### config.mk
export PLATFORM = sky130hd
export DESIGN_NAME = mips_multicycle_ctrl
export DESIGN_NICKNAME = d
export VERILOG_FILES = /design/src/rtl/mips_pkg.sv /design/src/rtl/mips_aludec.sv /design/src/rtl/mips_multicycle_ctrl.sv
export SDC_FILE = /design/constraint.sdc
export NUM_CORES = 1
export LEC_CHECK = 0
export CAP_MARGIN = 25
export CORE_MARGIN = 8
export CORE_UTILIZATION = 39
export CTS_BUF_LIST = sky130_fd_sc_hd__clkbuf_16
export DETAILED_ROUTE_END_ITERATION = 10
export GPL_TIMING_DRIVEN = 0
export PLACE_DENSITY = 0.83
export SYNTH_ARGS = -nofsm -noshare
export SYNTH_HDL_FRONTEND = slang
export SYNTH_SLANG_ARGS = --single-unit
### constraint.sdc
create_clock -name clk -period 2.8 [get_ports clk]
set_clock_uncertainty 0.1 [all_clocks]
set_input_delay 0.56 -clock clk [delete_from_list [all_inputs] [get_ports clk]]
set_output_delay 0.56 -clock clk [all_outputs]
set_load 0.02 [all_outputs]
### src/rtl/mips_pkg.sv
// rtl/mips_pkg.sv - shared encodings for the multicycle MIPS controller
package mips_pkg;

  // Controller states; encodings 12-15 are unused and recover to FETCH
  typedef enum logic [3:0] {
    S_FETCH  = 4'd0,
    S_DECODE = 4'd1,
    S_MEMADR = 4'd2,
    S_MEMRD  = 4'd3,
    S_MEMWB  = 4'd4,
    S_MEMWR  = 4'd5,
    S_EXEC   = 4'd6,
    S_ALUWB  = 4'd7,
    S_BRANCH = 4'd8,
    S_IEXEC  = 4'd9,
    S_IWB    = 4'd10,
    S_JUMP   = 4'd11
  } state_t;

  // Opcodes (instr[31:26])
  localparam logic [5:0] OP_RTYPE = 6'b000000;
  localparam logic [5:0] OP_LW    = 6'b100011;
  localparam logic [5:0] OP_SW    = 6'b101011;
  localparam logic [5:0] OP_BEQ   = 6'b000100;
  localparam logic [5:0] OP_ADDI  = 6'b001000;
  localparam logic [5:0] OP_SLTI  = 6'b001010;
  localparam logic [5:0] OP_ORI   = 6'b001101;
  localparam logic [5:0] OP_J     = 6'b000010;

  // R-type function codes (instr[5:0])
  localparam logic [5:0] F_ADD = 6'b100000;
  localparam logic [5:0] F_SUB = 6'b100010;
  localparam logic [5:0] F_AND = 6'b100100;
  localparam logic [5:0] F_OR  = 6'b100101;
  localparam logic [5:0] F_SLT = 6'b101010;

  // How the ALU operation is chosen
  typedef enum logic [1:0] {
    ALUOP_ADD   = 2'b00,
    ALUOP_SUB   = 2'b01,
    ALUOP_FUNCT = 2'b10,
    ALUOP_IMM   = 2'b11
  } aluop_t;

  // ALU B-operand select
  localparam logic [1:0] SRCB_REG   = 2'b00;
  localparam logic [1:0] SRCB_FOUR  = 2'b01;
  localparam logic [1:0] SRCB_IMM   = 2'b10;
  localparam logic [1:0] SRCB_BRIMM = 2'b11;

  // Next-PC source select
  localparam logic [1:0] PCSRC_ALU    = 2'b00;
  localparam logic [1:0] PCSRC_ALUOUT = 2'b01;
  localparam logic [1:0] PCSRC_JUMP   = 2'b10;

  // ALU control codes
  localparam logic [2:0] ALU_AND = 3'b000;
  localparam logic [2:0] ALU_OR  = 3'b001;
  localparam logic [2:0] ALU_ADD = 3'b010;
  localparam logic [2:0] ALU_SUB = 3'b110;
  localparam logic [2:0] ALU_SLT = 3'b111;

  // True for the R-type function codes the datapath implements
  function automatic logic funct_supported(input logic [5:0] f);
    return (f == F_ADD) || (f == F_SUB) || (f == F_AND) ||
           (f == F_OR)  || (f == F_SLT);
  endfunction

endpackage

### src/rtl/mips_aludec.sv
// rtl/mips_aludec.sv - ALU control decode from aluop, opcode and funct
module mips_aludec
  import mips_pkg::*;
(
  input  aluop_t      aluop,
  input  logic [5:0]  op,
  input  logic [5:0]  funct,
  output logic [2:0]  alucontrol
);

  // Unknown funct or opcode falls back to add so the datapath stays defined
  always_comb begin
    alucontrol = ALU_ADD;
    case (aluop)
      ALUOP_ADD: alucontrol = ALU_ADD;
      ALUOP_SUB: alucontrol = ALU_SUB;
      ALUOP_FUNCT: begin
        case (funct)
          F_ADD:   alucontrol = ALU_ADD;
          F_SUB:   alucontrol = ALU_SUB;
          F_AND:   alucontrol = ALU_AND;
          F_OR:    alucontrol = ALU_OR;
          F_SLT:   alucontrol = ALU_SLT;
          default: alucontrol = ALU_ADD;
        endcase
      end
      ALUOP_IMM: begin
        case (op)
          OP_ADDI: alucontrol = ALU_ADD;
          OP_SLTI: alucontrol = ALU_SLT;
          OP_ORI:  alucontrol = ALU_OR;
          default: alucontrol = ALU_ADD;
        endcase
      end
      default: alucontrol = ALU_ADD;
    endcase
  end

endmodule

### src/rtl/mips_multicycle_ctrl.sv
// rtl/mips_multicycle_ctrl.sv - Moore FSM controller for the multicycle MIPS datapath
module mips_multicycle_ctrl
  import mips_pkg::*;
(
  input  logic        clk,
  input  logic        reset,
  input  logic [5:0]  op,
  input  logic [5:0]  funct,
  input  logic        zero,
  output logic        pcen,
  output logic        iord,
  output logic        irwrite,
  output logic        memwrite,
  output logic        regwrite,
  output logic        regdst,
  output logic        memtoreg,
  output logic        alusrca,
  output logic [1:0]  alusrcb,
  output logic [1:0]  pcsrc,
  output logic [2:0]  alucontrol,
  output logic        immzext,
  output logic        illegal,
  output logic [3:0]  state
);

  state_t state_q, state_d;
  aluop_t aluop;
  logic   pcwrite, branch, irw, memw, regw;

  // State register; reset abandons any instruction in flight
  always_ff @(posedge clk) begin
    if (reset) state_q <= S_FETCH;
    else       state_q <= state_d;
  end

  // Next-state and per-state control decode
  always_comb begin
    state_d  = S_FETCH;
    pcwrite  = 1'b0;
    branch   = 1'b0;
    iord     = 1'b0;
    irw      = 1'b0;
    memw     = 1'b0;
    regw     = 1'b0;
    regdst   = 1'b0;
    memtoreg = 1'b0;
    alusrca  = 1'b0;
    alusrcb  = SRCB_REG;
    pcsrc    = PCSRC_ALU;
    aluop    = ALUOP_ADD;
    immzext  = 1'b0;
    illegal  = 1'b0;
    case (state_q)
      S_FETCH: begin
        alusrcb = SRCB_FOUR;
        irw     = 1'b1;
        pcwrite = 1'b1;
        state_d = S_DECODE;
      end
      S_DECODE: begin
        alusrcb = SRCB_BRIMM;
        case (op)
          OP_LW, OP_SW:             state_d = S_MEMADR;
          OP_BEQ:                   state_d = S_BRANCH;
          OP_ADDI, OP_SLTI, OP_ORI: state_d = S_IEXEC;
          OP_J:                     state_d = S_JUMP;
          OP_RTYPE: begin
            // Unknown funct is flagged but still runs as an add
            state_d = S_EXEC;
            illegal = ~funct_supported(funct);
          end
          default: begin
            state_d = S_FETCH;
            illegal = 1'b1;
          end
        endcase
      end
      S_MEMADR: begin
        alusrca = 1'b1;
        alusrcb = SRCB_IMM;
        state_d = (op == OP_SW) ? S_MEMWR : S_MEMRD;
      end
      S_MEMRD: begin
        iord    = 1'b1;
        state_d = S_MEMWB;
      end
      S_MEMWB: begin
        memtoreg = 1'b1;
        regw     = 1'b1;
      end
      S_MEMWR: begin
        iord = 1'b1;
        memw = 1'b1;
      end
      S_EXEC: begin
        alusrca = 1'b1;
        aluop   = ALUOP_FUNCT;
        state_d = S_ALUWB;
      end
      S_ALUWB: begin
        regdst = 1'b1;
        regw   = 1'b1;
      end
      S_BRANCH: begin
        alusrca = 1'b1;
        aluop   = ALUOP_SUB;
        pcsrc   = PCSRC_ALUOUT;
        branch  = 1'b1;
      end
      S_IEXEC: begin
        alusrca = 1'b1;
        alusrcb = SRCB_IMM;
        aluop   = ALUOP_IMM;
        immzext = (op == OP_ORI);
        state_d = S_IWB;
      end
      S_IWB: begin
        regw = 1'b1;
      end
      S_JUMP: begin
        pcsrc   = PCSRC_JUMP;
        pcwrite = 1'b1;
      end
      default: state_d = S_FETCH;
    endcase
  end

  // Architectural write strobes are suppressed while reset is held
  always_comb begin
    pcen     = (pcwrite | (branch & zero)) & ~reset;
    irwrite  = irw & ~reset;
    memwrite = memw & ~reset;
    regwrite = regw & ~reset;
    state    = state_q;
  end

  mips_aludec u_aludec (
    .aluop      (aluop),
    .op         (op),
    .funct      (funct),
    .alucontrol (alucontrol)
  );

endmodule

==> results of run 1 <==
## final cells by class
class | instances | area (um2)
sequential | 4 | 80.1
clock buffer | 3 | 75.1
buffer | 5 | 23.8
timing repair buffer | 35 | 333
inverter | 4 | 15.0
fill | 121 | 424
tap | 16 | 20.0
multi-input combinational | 79 | 500
## logic make-up (layout without fill, tap and decap cells)
family / count (synthesis) / after routing / synth area share
simple gates: 53 / 53 / 0.510
compound gates: 24 / 24 / 0.252
mux: 1 / 1 / 0.0187
buf+inv: 10 / 47 / 0.0708
flops: 4 / 4 / 0.133
xor+xnor: 1 / 1 / 0.0146
## layer usage
| metal | vias to the layer above | GRT usage | wire [um] |
|---|---|---|---|
| met4 | 0 | 0.0458 | 0 |
| met3 | 0 | 0.0365 | 129 |
| met2 | 25 | 0.252 | 1120 |
| met5 | - | 0 | 0 |
| met1 | 376 | 0.153 | 897 |
| li1 | 418 | - | - |
## synth_stat cells (2+ instances only)
library cell	instances
nand2_1	7
nor2_1	12
a31oi_1	4
nor3_1	9
buf_2	3
nand2b_1	5
inv_1	4
o21bai_1	2
nor3b_1	5
clkbuf_1	2
nor2b_1	2
o21ai_0	3
dfxtp_1	4
and3_1	2
a21oi_1	8
## cells in the final DEF, fill, tap and decap left out, types with 3 or more instances in the layout
cell / count
clkbuf_16: 3
inv_1: 4
nand2_1: 7
nor3_1: 9
o21ai_0: 3
dfxtp_1: 4
nor2_1: 12
a21oi_1: 8
clkbuf_2: 4
buf_2: 4
nor3b_1: 5
clkdlybuf4s50_1: 26
nand2b_1: 5
a31oi_1: 4
## path summary, 6_finish.rpt
check                      startpoint                   to  slack (ps)
hold reg to reg   state[0]$_SDFF_PP0_  state[1]$_SDFF_PP0_         560
hold / removal    state[0]$_SDFF_PP0_  state[1]$_SDFF_PP0_         560
setup reg to reg  state[0]$_SDFF_PP0_  state[3]$_SDFF_PP0_        1340
setup / recovery             funct[2]              illegal          90
## through the flow
stage / TNS, ps / std cells / instance area, um2 / power [mW]
CTS: 0 / 147 / 1060 / 0.387
global route: 0 / 146 / 1050 / 0.400
floorplan: 0 / 93 / 601 / 0.112
finish: 0 / 146 / 1050 / 0.385
detailed placement: -2260 / 143 / 961 / 0.160
global placement: -2170 / 143 / 961 / 0.158
## repair_timing
action                     4_1_cts  5_1_grt
pin swaps                        1        1
gates resized for setup         16        8
buffers inserted                 1        0
hold endpoints to repair         0        0
setup endpoints to repair        5        6
## power groups by stage
stage | logic (mW) | clock network (mW) | registers (mW)
floorplan | 0.0478 | 0 | 0.0642
global placement | 0.0960 | 0 | 0.0622
detailed placement | 0.0980 | 0 | 0.0623
CTS | 0.101 | 0.224 | 0.0618
global route | 0.110 | 0.228 | 0.0622
finish | 0.101 | 0.223 | 0.0618
## worst reg2reg max path, stage by stage, from the launching register on
cell and delay [ps]:
dfxtp_1 390, buf_2 240, nand2b_1 210, a21oi_1 110, o21bai_1 230, a21oi_1 60
==> out/metrics.cfg, run 1 <==
[pwr]
swShare=0.247
p_seq_frac=0.160
power_frac_comb=0.262
internal_power_uw=290
p_sw_uw=95.4
p_per_area_mw_per_mm2=368
clockPowerShare=0.578
p_leak_nw=0.410
ir_drop_v=0.000404

[synth]
synth_area_um2=601
synth_top_area_frac=0.133
synth_flop_cell=dfxtp_1
syn_avg_cell_area_um2=6.46
async_flop_share=0
synth-seq-cells=4
synth_warnings=0
synth-edff-count=0
ys_seq_area_frac=0.133
synth_area_leaders=dfxtp_1 13%, nor3_1 7.5%, nor2_1 7.5%
synth_cell_types=36
yosysTopAreaCell=dfxtp_1
netlist_instances=93
syn_nets=108

[floorplan]
pin_count=36
rows=14
initial_core_util=0.408
fp.dieW_um=55.2
fp.dieH_um=55.2
die-area_mm2=0.00305
core-area_mm2=0.00147

[clock_network]
hold_buffers=0
cts_made_buffers=3
cts_tree=yes
clk_latency_ps=220
clockBufferDepth=2
clk_pin_slew_worst_paths_ps=30
cts_root_buf=clkbuf_16
htree_levels=1
cts.sinks=4

[sta]
fmax_mhz=369
fin_hold_ws_ps=563
drv_slew=0
rsz0062_at_grt=false
post-route-period-util=0.967
min_period_ps=2710
setup_ws_ps=91.4
hold_viol_final=0
setup_viol=0
relSlewSlack=0.712
worst_pin_slew_ps=433

[placed_design]
portBuffers=34
gp_congestion=0.868
hpwl_um=1640
preCtsSetupSlack_ps=-513

[setup_path]
cp-end-kind=output pin
crit_buf_inv=2
required_ps=2140
path_cells=clkdlybuf4s50_1, mux2_2, nor4_4, o221ai_1, and4_1, buf_2
crit_type=input port to output pin
crit_arrival_ps=2050
cpPeakStageDelay_ps=520
worst-path-stages=6
path_max_fanout=3
critPathSlowestCell=clkdlybuf4s50_1
path_delay_family=buffers and inverters
rr_worst_depth=5
cp-start-kind=input port

[flow_run]
max_cap_viol_count=0

[global_routing]
grt_pass1_wl_um=3740
grt.overflow.total=0
gr-usage-all-layers=0.140
grt_pass1_vias=854
grt_max_degree=11
antenna_found_initial=0

[drt]
post_drt_wl_per_cell_um=14.7
routed_wl_um=2150
drt_iter0_markers=17
drtPass1Iterations=4
drc=0
viasPerCell=5.61
antenna_left=0
num_vias=819

[min_path]
min_path_type=flop to flop
hold_path_depth=3

[cells_and_area]
diodes=0
largest_reg_flops=4
finish.net_count=147
final_util=0.712
final_layout_size_suffix_gt1_frac=0.154
syn2layout_area_growth_pct=74.4

[outcome]
status=complete, no violations

Note: power is estimated with default switching activity, not from simulation.
==> inputs of run 2 (changes only) <==
--- a/config.mk
+++ b/config.mk
@@ -15,3 +15,4 @@
 export SYNTH_ARGS = -nofsm -noshare
 export SYNTH_HDL_FRONTEND = slang
 export SYNTH_SLANG_ARGS = --single-unit
+export TNS_END_PERCENT = 30
==> run 2 against run 1 <==
Fmax hardly changed; wire length is 0.75% higher; via count is 0.85% higher; count of clock-buffer cells in the layout stayed put; highest routed layer is now met4; final cell count is 0.68% higher; clock power hardly changed; design area is 0.48% higher; first-iteration DRC count is 53% higher; largest cell class unchanged; worst hold slack better by 1.4 ps; core utilization is 0.34 points higher; register-to-register slack hardly changed; sequential cell count stayed put.
==> out/metrics.cfg, run 2 (synthesized netlist as in run 1, its figures left out) <==
[global_routing]
busiest_layer=met2
grt_pass1_wl_um=3740
gr-usage-all-layers=0.140
grt_pass1_vias=854
antenna_found_initial=0
grt_max_degree=11
met1_usage=0.153
grt.overflow.total=0
grt_util_met2=0.252
grt_use_met3=0.0365

[pwr]
clockPowerShare=0.576
power_frac_comb=0.264
p_leak_nw=0.414
p_per_area_mw_per_mm2=367
swShare=0.248
ir_drop_v=0.000404
p_seq_frac=0.160
internal_power_uw=290
p_sw_uw=95.9

[setup_path]
critPathSlowestCell=clkdlybuf4s50_1
path_delay_family=buffers and inverters
path_cells=clkdlybuf4s50_1, mux2_2, nor4_4, o221ai_1, and4_1, buf_2
crit_buf_inv=2
timing.rr.end=state[3]$_SDFF_PP0_
crit_type=input port to output pin
path_max_fanout=3
ff2ff_setup_slack_ps=1330
cp-end-kind=output pin
cp-start-kind=input port
required_ps=2140
r2r_start=state[0]$_SDFF_PP0_
rr_worst_depth=5
cpPeakStageDelay_ps=520
crit_arrival_ps=2050

[sta]
fin_tns_setup_ps=0
drv_slew=0
hold_viol_final=0
setup_ws_ps=91.9
rsz0062_at_grt=false
min_period_ps=2710
fmax_mhz=369
worst_pin_slew_ps=434
post-route-period-util=0.967
relSlewSlack=0.710
setup_viol=0

[drt]
antenna_left=0
num_vias=826
post_drt_wl_per_cell_um=14.7
routed_wl_um=2160
drc=0
drtPass1Iterations=4
drt_iter0_markers=26
viasPerCell=5.62

[floorplan]
initial_core_util=0.408
rows=14
pin_count=36
die-area_mm2=0.00305
fp.dieW_um=55.2
core-area_mm2=0.00147
fp.dieH_um=55.2

[cells_and_area]
final_util=0.715
syn2layout_area_growth_pct=75.2
finish.net_count=148
final_layout_size_suffix_gt1_frac=0.160
final_area_mm2=0.00105
largest_reg_flops=4
final_cell_mix=26 x clkdlybuf4s50_1, 12 x nor2_1, 9 x nor3_1
nFillCells=120
mostFrequentLayoutCell=clkdlybuf4s50_1
diodes=0

[placed_design]
hpwl_um=1640
preCtsSetupSlack_ps=-513
placed_cell_area_um2=961
gp_congestion=0.868
portBuffers=34

[min_path]
min_path_type=flop to flop
hold_path_depth=3
holdPathEnd=state[1]$_SDFF_PP0_
min-delay-start=state[0]$_SDFF_PP0_

[clock_network]
clockBufferDepth=2
htree_levels=1
hold_buffers=0
cts.sinks=4
cts_made_buffers=3
clk_latency_ps=220
cts_tree=yes
clk_pin_slew_worst_paths_ps=30
cts_root_buf=clkbuf_16

[flow_run]
max_cap_viol_count=0

[outcome]
status=complete, no violations

[run 2: worst max-delay path by stage]
stage / startpoint / to / slack (ps) / cells after the start
3_5_place_dp: op[5] / alucontrol[2] / -510 / 6
2_1_floorplan: op[3] / alucontrol[1] / 320 / 5
4_1_cts: op[4] / immzext / 5 / 5
6_report: funct[2] / illegal / 90 / 6
5_1_grt: op[1] / illegal / 1 / 5
3_3_place_gp: op[5] / alucontrol[2] / -500 / 6
[run 2: layer usage]
| layer | routed length (um) | share of wire |
|---|---|---|
| met3 | 114 | 0.053 |
| met1 | 916 | 0.42 |
| met2 | 1130 | 0.52 |
| met5 | 0 | 0 |
| met4 | 6 | 0.0028 |
[run 2: area by class of cell]
cell class	count	area (um2)	share of cell area
plain buffers	6	28.8	0.0273
clock buffers	3	75.1	0.0713
inverters	4	15.0	0.0143
multi-input cells	79	500	0.476
flip-flops and latches	4	80.1	0.0761
well taps	16	20.0	0.0190
repair buffers	35	333	0.316
[run 2: worst reg2reg max path, delay by kind of cell (launching register included)]
kind,cells,cell delay [ps]
compound gates,3,400
flops,1,390
buf+inv,1,240
simple gates,1,210
[run 2: repair_timing]
item                       in CTS  in global routing
setup endpoints to repair       5                  6
setup buffers                   1                  0
pin swaps                       1                  1
gates resized for setup        16                 10
[run 2: metrics by stage]
stage	instances	power (mW)	hold slack, ps
4_1_cts	147	0.387	565
3_3_place_gp	143	0.158	538
6_report	147	0.386	564
3_5_place_dp	143	0.160	557
2_1_floorplan	93	0.112	529
5_1_grt	147	0.401	613
[run 2: power groups by stage]
stage	Sequential [mW]	Combinational (mW)	Clock, mW
global placement	0.0622	0.0960	0
CTS	0.0618	0.101	0.224
detailed placement	0.0623	0.0980	0
floorplan	0.0642	0.0478	0
global route	0.0622	0.110	0.228
finish	0.0618	0.102	0.223
==> inputs of run 3 (changes only) <==
--- a/config.mk
+++ b/config.mk
@@ -12,6 +12,7 @@
 export DETAILED_ROUTE_END_ITERATION = 10
 export GPL_TIMING_DRIVEN = 0
 export PLACE_DENSITY = 0.83
+export SLEW_MARGIN = 0
 export SYNTH_ARGS = -nofsm -noshare
 export SYNTH_HDL_FRONTEND = slang
 export SYNTH_SLANG_ARGS = --single-unit
==> results of run 3 <==
The final DEF is identical to that of run 2; final timing and power are the same.
